--- src/rtl/sort_stream_out_pkg.sv ---
// Shared constants for the sorter result streamer: FSM encoding, beat count and index width.
package sort_stream_out_pkg;

  localparam int unsigned N_DEF = 4;
  localparam int unsigned BEATS = 4;
  localparam int unsigned IDX_W = 2;

  localparam logic [0:0] IDLE = 1'b0;
  localparam logic [0:0] SEND = 1'b1;

  localparam logic [IDX_W-1:0] LAST_IDX = IDX_W'(BEATS - 1);

endpackage

--- src/rtl/sort_stream_out_if.sv ---
// Valid/ready stream carrying one sorted element per beat, with an end-of-batch marker.
interface sort_stream_out_if #(
  parameter int unsigned N = 4
) ();

  logic         out_valid;
  logic         out_ready;
  logic [N-1:0] out_data;
  logic         out_last;

  modport master (
    output out_valid,
    output out_data,
    output out_last,
    input  out_ready
  );

  modport slave (
    input  out_valid,
    input  out_data,
    input  out_last,
    output out_ready
  );

endinterface

--- src/rtl/sort_stream_out_signed_lt.sv ---
// Two's complement a < b from one subtractor: the sign of the difference, corrected on overflow.
module signed_lt #(
  parameter int unsigned N = 4
) (
  input  logic [N-1:0] a,
  input  logic [N-1:0] b,
  output logic         lt
);

  logic [N-1:0] diff;
  logic         ovf;

  always_comb begin
    diff = a - b;
    // Overflow only when the operand signs differ and the result sign disagrees with a.
    ovf  = (a[N-1] != b[N-1]) && (diff[N-1] != a[N-1]);
    lt   = diff[N-1] ^ ovf;
  end

endmodule

--- src/rtl/sort_stream_out.sv ---
// Captures a 4-entry sorter result on done and streams it out s0 first, checking
// that the batch is in non-increasing signed order.
module sort_stream_out
  import sort_stream_out_pkg::*;
#(
  parameter int unsigned N     = N_DEF,
  parameter int unsigned CNT_W = 8
) (
  input  logic             clk,
  input  logic             rst,
  input  logic             done,
  input  logic [N-1:0]     s0,
  input  logic [N-1:0]     s1,
  input  logic [N-1:0]     s2,
  input  logic [N-1:0]     s3,
  sort_stream_out_if.master out,
  output logic             busy,
  output logic             order_err,
  output logic [CNT_W-1:0] err_count,
  output logic             overrun
);

  logic [0:0]       state_q, state_d;
  logic [IDX_W-1:0] idx_q, idx_d;
  logic [N-1:0]     buf_q [BEATS];
  logic [N-1:0]     buf_d [BEATS];
  logic             order_err_q;
  logic [CNT_W-1:0] err_count_q;
  logic             overrun_q;
  logic             hs, capture, drop;
  logic [BEATS-2:0] lt;

  always_comb begin
    hs      = (state_q == SEND) && out.out_ready;
    // A new batch is accepted when idle, or exactly on the final handshake.
    capture = done && ((state_q == IDLE) || (hs && (idx_q == LAST_IDX)));
    drop    = done && (state_q == SEND) && !capture;
    state_d = state_q;
    idx_d   = idx_q;
    buf_d   = buf_q;
    if (capture) begin
      buf_d[0] = s0;
      buf_d[1] = s1;
      buf_d[2] = s2;
      buf_d[3] = s3;
      idx_d    = '0;
      state_d  = SEND;
    end else if (hs) begin
      if (idx_q == LAST_IDX) begin
        idx_d   = '0;
        state_d = IDLE;
      end else begin
        idx_d = idx_q + 1'b1;
      end
    end
  end

  // Compare the incoming buffer contents so the verdict lands on the capture edge.
  for (genvar k = 0; k < BEATS - 1; k++) begin : g_cmp
    signed_lt #(.N(N)) u_lt (
      .a (buf_d[k]),
      .b (buf_d[k+1]),
      .lt(lt[k])
    );
  end

  always_ff @(posedge clk) begin
    if (rst) begin
      state_q     <= IDLE;
      idx_q       <= '0;
      order_err_q <= 1'b0;
      err_count_q <= '0;
      overrun_q   <= 1'b0;
    end else begin
      state_q <= state_d;
      idx_q   <= idx_d;
      if (capture) begin
        order_err_q <= |lt;
        if ((|lt) && (err_count_q != {CNT_W{1'b1}})) begin
          err_count_q <= err_count_q + 1'b1;
        end
      end
      if (drop) begin
        overrun_q <= 1'b1;
      end
    end
  end

  always_ff @(posedge clk) begin
    buf_q <= buf_d;
  end

  always_comb begin
    out.out_valid = (state_q == SEND);
    out.out_data  = out.out_valid ? buf_q[idx_q] : '0;
    out.out_last  = out.out_valid && (idx_q == LAST_IDX);
    busy          = out.out_valid;
    order_err     = order_err_q;
    err_count     = err_count_q;
    overrun       = overrun_q;
  end

endmodule

--- src/flat_wrapper.sv ---
// flat-port wrapper written by rule: the top's interface ports become plain ports
module sort_stream_out_flat import sort_stream_out_pkg::*;
#(
  parameter int unsigned N     = N_DEF,
  parameter int unsigned CNT_W = 8
)
  (clk, rst, done, s0, s1, s2, s3, busy, order_err, err_count, overrun, out_out_valid, out_out_data, out_out_last, out_out_ready);
  sort_stream_out_if #(.N(N)) out_i ();
  input  logic clk;
  input  logic rst;
  input  logic done;
  input  logic [N-1:0] s0;
  input  logic [N-1:0] s1;
  input  logic [N-1:0] s2;
  input  logic [N-1:0] s3;
  output logic busy;
  output logic order_err;
  output logic [CNT_W-1:0] err_count;
  output logic overrun;
  output wire logic [$bits(out_i.out_valid)-1:0] out_out_valid;
  output wire logic [$bits(out_i.out_data)-1:0] out_out_data;
  output wire logic [$bits(out_i.out_last)-1:0] out_out_last;
  input wire logic [$bits(out_i.out_ready)-1:0] out_out_ready;
  assign out_out_valid = out_i.out_valid;
  assign out_out_data = out_i.out_data;
  assign out_out_last = out_i.out_last;
  assign out_i.out_ready = out_out_ready;
  sort_stream_out #(.N(N), .CNT_W(CNT_W)) u_core (.clk(clk), .rst(rst), .done(done), .s0(s0), .s1(s1), .s2(s2), .s3(s3), .out(out_i), .busy(busy), .order_err(order_err), .err_count(err_count), .overrun(overrun));
endmodule
--- config.mk ---
export PLATFORM = sky130hd
export DESIGN_NAME = sort_stream_out_flat
export DESIGN_NICKNAME = d
export VERILOG_FILES = /design/src/rtl/sort_stream_out_pkg.sv /design/src/rtl/sort_stream_out_if.sv /design/src/rtl/sort_stream_out_signed_lt.sv /design/src/rtl/sort_stream_out.sv /design/src/flat_wrapper.sv
export SDC_FILE = /design/constraint.sdc
export NUM_CORES = 1
export LEC_CHECK = 0
export CORE_UTILIZATION = 35
export DETAILED_ROUTE_END_ITERATION = 10
export GPL_TIMING_DRIVEN = 0
export HOLD_SLACK_MARGIN = 0.12
export PLACE_DENSITY = 0.65
export SKIP_CTS_REPAIR_TIMING = 1
export SYNTH_ARGS = -nofsm -noshare
export SYNTH_HDL_FRONTEND = slang
export SYNTH_SLANG_ARGS = --single-unit
--- constraint.sdc ---
create_clock -name clk -period 4.6 [get_ports clk]
set_input_delay 0.69 -clock clk [delete_from_list [all_inputs] [get_ports clk]]
set_output_delay 0.69 -clock clk [all_outputs]
set_load 0.03 [all_outputs]
After elaboration in Yosys (flattened, before gate mapping)
Cells that the tools add are included.

word-level totals
  register bits after elaboration = 29
  logic and storage cells = 55
  bits of input ports = 20
  output and inout port bits = 17

operators by class
  multiplexer cells = 9
  order comparisons = 1
  eq/ne operators = 8
  reduce and logical (&&, ||, !) cells = 18
  bitwise operators = 5
  add/subtract/negate cells = 5

operator list
  operator                                                        number
  16-bit two-way mux                                              1
  4-bit two-way mux                                               3
  4-bit subtractor                                                3
  1-bit logical AND                                               10
  8-bit by 1-bit adder with 8-bit output (second input constant)  1
  4-bit binary-select mux with 2-bit select                       1
  8-bit inequality test (second input constant)                   1
  1-bit inequality test                                           6
  2-bit AND reduction                                             2
  2-bit nonzero test                                              2
  3-bit >= comparator (second input constant)                     1
  1-bit two-way mux                                               3
  2-bit NOT with 3-bit output                                     1
  3-bit OR reduction                                              1
  1-bit XOR                                                       3
  2-bit by 1-bit adder with 2-bit output (second input constant)  1
  2-bit equality test (second input constant)                     1
  2-bit two-way mux                                               1
  2-bit OR reduction                                              1
  1-bit logical NOT                                               1
  1-bit logical OR                                                1
  1-bit NOT                                                       1

Logic depth before layout (Yosys ltp)
  depth in word-level cells = 12
  gate-level depth with buffers = 14
  depth with buffers taken out = 12

Modules after synthesis
From an unflattened synthesis, not the netlist that was laid out.

second synthesis, totals
  cells, all modules = 176
  area, all modules = 1525.2 um^2

by module, submodules not included
  module           times used  cells an instance  seq. area each (um^2)  area an instance (um^2)
  sort_stream_out  1           149                580.6                  1296.2
  signed_lt        3           9                  0.0                    76.3

Least setup slack after synthesis
OpenSTA, ideal clock, no wires.

  path type = input-to-reg
  start = in out_out_ready
  end = reg u_core.err_count_q[5] (netlist: u_core.err_count[5])
  arrival time = 3.295 ns
  path buffers = 1
  setup time = 0.121 ns
  required time = 4.479 ns
  stages = 12
  slack = 1.185 ns
  cell sequence = a21bo_4 > nand2_2 > buf_2 > mux2i_1 > ha_1 > nor3b_1 > a311o_1 > fa_1 > nand2_1 > o211ai_4 > nor4_1 > mux2_2

between the ends
  longest elaborated chain between the ends = 12
  elaborated cells between the ends (all ways) = 23
  those cells by class = 3 x add/sub; 6 x eq/ne; 1 x mux; 3 x bitwise; 10 x reduce/logical

RTL lines
  element                          RTL line                         source
  start: declaration               flat_wrapper.sv:23               input wire logic [$bits(out_i.out_ready)-1:0] out_out_ready;
  1-bit logical AND *              sort_stream_out.sv:34            hs = (state_q == SEND) && out.out_ready;
  1-bit logical AND *              sort_stream_out.sv:36            capture = done && ((state_q == IDLE) || (hs && (idx_q == LAST_IDX)));
  1-bit logical OR *               sort_stream_out.sv:36
  1-bit logical AND *              sort_stream_out.sv:36
  16-bit two-way mux               sort_stream_out.sv:41            if (capture) begin
  4-bit subtractor                 sort_stream_out_signed_lt.sv:14  diff = a - b;
  1-bit inequality test            sort_stream_out_signed_lt.sv:16  ovf = (a[N-1] != b[N-1]) && (diff[N-1] != a[N-1]);
  1-bit logical AND                sort_stream_out_signed_lt.sv:16
  1-bit XOR                        sort_stream_out_signed_lt.sv:17  lt = diff[N-1] ^ ovf;
  3-bit OR reduction               sort_stream_out.sv:79            if ((|lt) && (err_count_q != {CNT_W{1'b1}})) begin
  1-bit logical AND                sort_stream_out.sv:79
  2-bit AND reduction (no line) *  --
  end signal: assignment           sort_stream_out.sv:80            err_count_q <= err_count_q + 1'b1;
  end: declaration                 sort_stream_out.sv:28            logic [CNT_W-1:0] err_count_q;

Every way passes the cells marked *; elsewhere a longest branch is shown, timed or not.
A chain may end at the register's enable or synchronous reset.

Final worst setup path
Same ends and word-level chain as after synthesis.

==> key figures <==
Job
  • MaxCap Viol Count: 0

Global route
  • GRT overflow: 0
  • Largest net degree at the start of global routing: 13
  • Global-route wire length before repair: 6180 um
  • GRT Util Overall: 0.180
  • Initial antenna violation count: 0
  • Vias in the first global route: 1344

Layout
  • Final Cell Area: 2090 um2
  • Commonest cells after routing, fill and taps aside: clkdlybuf4s50_1, dfxtp_1, mux2_2
  • Area of the multi-input gates: 905 um2
  • Ant diodes: 0
  • Final Non-Filler Cells: 245
  • Most common cell after layout, fill and taps aside: clkdlybuf4s50_1
  • Register Area: 581 um2
  • Synth-to-Final Area Change: 33.5%
  • Layout Nets: 222
  • Fillers: 389
  • Share of cells above drive strength 1: 0.164

Route
  • Via-to-Cell Ratio: 5.18
  • Top Metal Used: met4
  • DRC: 0
  • Final WL: 3570 um
  • Iter 0 DRT Violations: 31
  • Met2 wire len: 1790 um
  • DRT met1 WL: 1550 um
  • WL/cell: 14.6 um
  • TritonRoute pass-1 iters: 4
  • Post-route ant nets: 0
  • DR vias: 1268
  • Met3 WL: 176 um

Floorplanning
  • Row count: 23
  • Die Area: 4740 um2
  • Die Span X: 68.9 um
  • I/O pin count: 37
  • Core area: 4140 um2
  • Die Ht: 68.9 um
  • Initial core utilization: 0.378

Min path
  • Min-delay worst type: reg -> reg

Clock network
  • Clk_lat worst skew: 0.28 ns
  • Clock-pin slew on the worst setup and hold paths: 0.06 ns
  • CTS root buf: clkbuf_8
  • CTS Buf Count: 5
  • Clock buffer depth: 2
  • CTS Sinks: 29
  • TritonCTS clock tree: done
  • H-tree level count: 2

Place
  • Port Buffers: 36
  • Routability cong.: 0.820
  • Dpl cell area: 1990 um2
  • Detail Placement HPWL: 2740 um
  • Cells after DPL: 237

Logic synthesis
  • Post-Syn Nets: 179
  • Ys Warns: 0
  • Synth Register Bits: 29
  • Synth cell types: 40
  • Seq/Total Area, Yosys: 0.371
  • Area of the mapped netlist: 1570 um2
  • Mapped Cells: 151
  • Syn_area_per_cell: 10.4 um2

STA
  • Period utilization: 0.869
  • Fmax: 250 MHz
  • Final TNS setup: 0 ns
  • Worst-Margin Slew: 0.442 ns
  • Fin. Hold Viols: 0
  • Clock skew: 0.00666 ns
  • Period minus WS final: 4.00 ns
  • Worst rel slew slack: 0.705
  • Final setup viols: 0
  • RSZ-0062 raised after global routing: false
  • Slew Viols, Final: 0

Setup path
  • Setup CP Type: in -> reg
  • Largest delay share family, worst path: buffers and inverters
  • Critical path required time: 4.78 ns
  • Crit path cell chain: clkdlybuf4s50_1 -> a21bo_4 -> nand2_2 -> buf_2 -> mux2i_1 -> ha_1 -> nor3b_1 -> a311o_1 -> fa_1 -> nand2_1 -> o211ai_4 -> nor4_1 -> mux2_2
  • Setup crit start kind: input port
  • CP Buf/Inv Count: 2
  • Maximum fanout along the worst path: 10
  • CP Capture Type: flip-flop
  • Slowest cell on crit path: clkdlybuf4s50_1
  • Slowest Stage Delay on Critical Path: 0.48 ns
  • Worst EP arrival: 4.17 ns

Power and ir drop
  • LEAKAGE: 0.813 nW
  • Pwr dens: 334 nW/um2
  • Worst VDD drop: 0.145 mV

Outcome
  • Outcome: finished, final reports clean
synthesized netlist by cell type:
cell	count	share of area
a21bo_4	1	0.010
a21boi_0	1	0.0048
a21o_1	1	0.0048
a21oi_1	8	0.026
a221oi_1	1	0.0056
a311o_1	1	0.0064
a311oi_1	1	0.0056
a31oi_1	1	0.0040
and2_1	5	0.020
and4_1	1	0.0056
buf_2	1	0.0032
buf_4	2	0.0096
buf_6	1	0.0072
clkbuf_1	2	0.0048
dfxtp_1	29	0.37
fa_1	3	0.038
ha_1	5	0.040
inv_1	11	0.026
maj3_1	6	0.038
mux2_2	12	0.086
mux2i_1	5	0.032
mux4_2	4	0.058
nand2_1	8	0.019
nand2_2	1	0.0040
nand2b_1	6	0.024
nand3_1	3	0.0096
nand4_1	1	0.0040
nor2_1	6	0.014
nor2b_1	4	0.016
nor3_1	1	0.0032
nor3_4	1	0.010
nor3b_1	1	0.0048
nor4_1	1	0.0040
o2111ai_1	1	0.0056
o211ai_4	1	0.014
o21ai_0	4	0.013
o31ai_1	2	0.0096
o41ai_1	2	0.011
or3_1	3	0.012
or4_1	3	0.014
kinds of logic (layout without fill, tap and decap cells):
logic type      Yosys count  after routing  synth area share
buf+inv                  17             61            0.0512
fa+ha+maj                14             14             0.117
compound gates           25             25             0.120
flops                    29             29             0.371
mux                      21             21             0.176
simple gates             45             45             0.165
path summary, 6_finish.rpt:
| kind | slack (ns) | start | to | cells after the start |
|---|---|---|---|---|
| min reg2reg | 0.47 | u_core.order_err | u_core.order_err | 2 |
| max | 0.60 | out_out_ready | u_core.err_count[5] | 13 |
| min | 0.47 | u_core.order_err | u_core.order_err | 2 |
| max reg2reg | 0.84 | u_core.idx_q[1] | u_core.err_count[5] | 13 |
where the power goes:
part / internal [mW] / total [mW] / switching (mW) / leakage (nW)
combinational: 0.0889 / 0.170 / 0.0811 / 0.518
clock: 0.135 / 0.231 / 0.0962 / 0.0542
sequential: 0.278 / 0.297 / 0.0192 / 0.241
total: 0.502 / 0.698 / 0.196 / 0.813
flip-flops by register name (all words and copies together) (netlist names):
signal            flops
u_core.err_count      8
u_core.idx_q          2
u_core.busy           1
u_core.overrun        1
u_core.order_err      1
u_core.buf_q         16
metrics by stage:
stage	total power [mW]	util	hold slack, ns	setup slack, ns
after CTS	0.707	0.504	0.478	0.613
after global placement	0.466	0.480	0.453	0.382
after detailed placement	0.474	0.480	0.462	0.310
after global routing	0.737	0.504	0.528	0.369
final	0.698	0.504	0.466	0.605
after floorplan	0.413	-	0.442	1.18
routing by layer:
metal | vias up | GRT usage
met5 | - | 0
met4 | 0 | 0.0689
met3 | 5 | 0.0395
met2 | 43 | 0.317
met1 | 592 | 0.210
li1 | 628 | -
tightest hold or removal path: stages, from the launching register on:
cell,delay (ns)
dfxtp_1,0.31
nand2_1,0.05
a21oi_1,0.05
layout make-up:
cell class / instances / area share
Multi-Input combinational cell: 105 / 0.433
Sequential cell: 29 / 0.278
Timing Repair Buffer: 36 / 0.172
Clock buffer: 7 / 0.0461
Tap cell: 50 / 0.0299
Inverter: 11 / 0.0198
Buffer: 6 / 0.0186
Clock inverter: 1 / 0.00240
No activity file was read; power rests on OpenSTA's default activity.
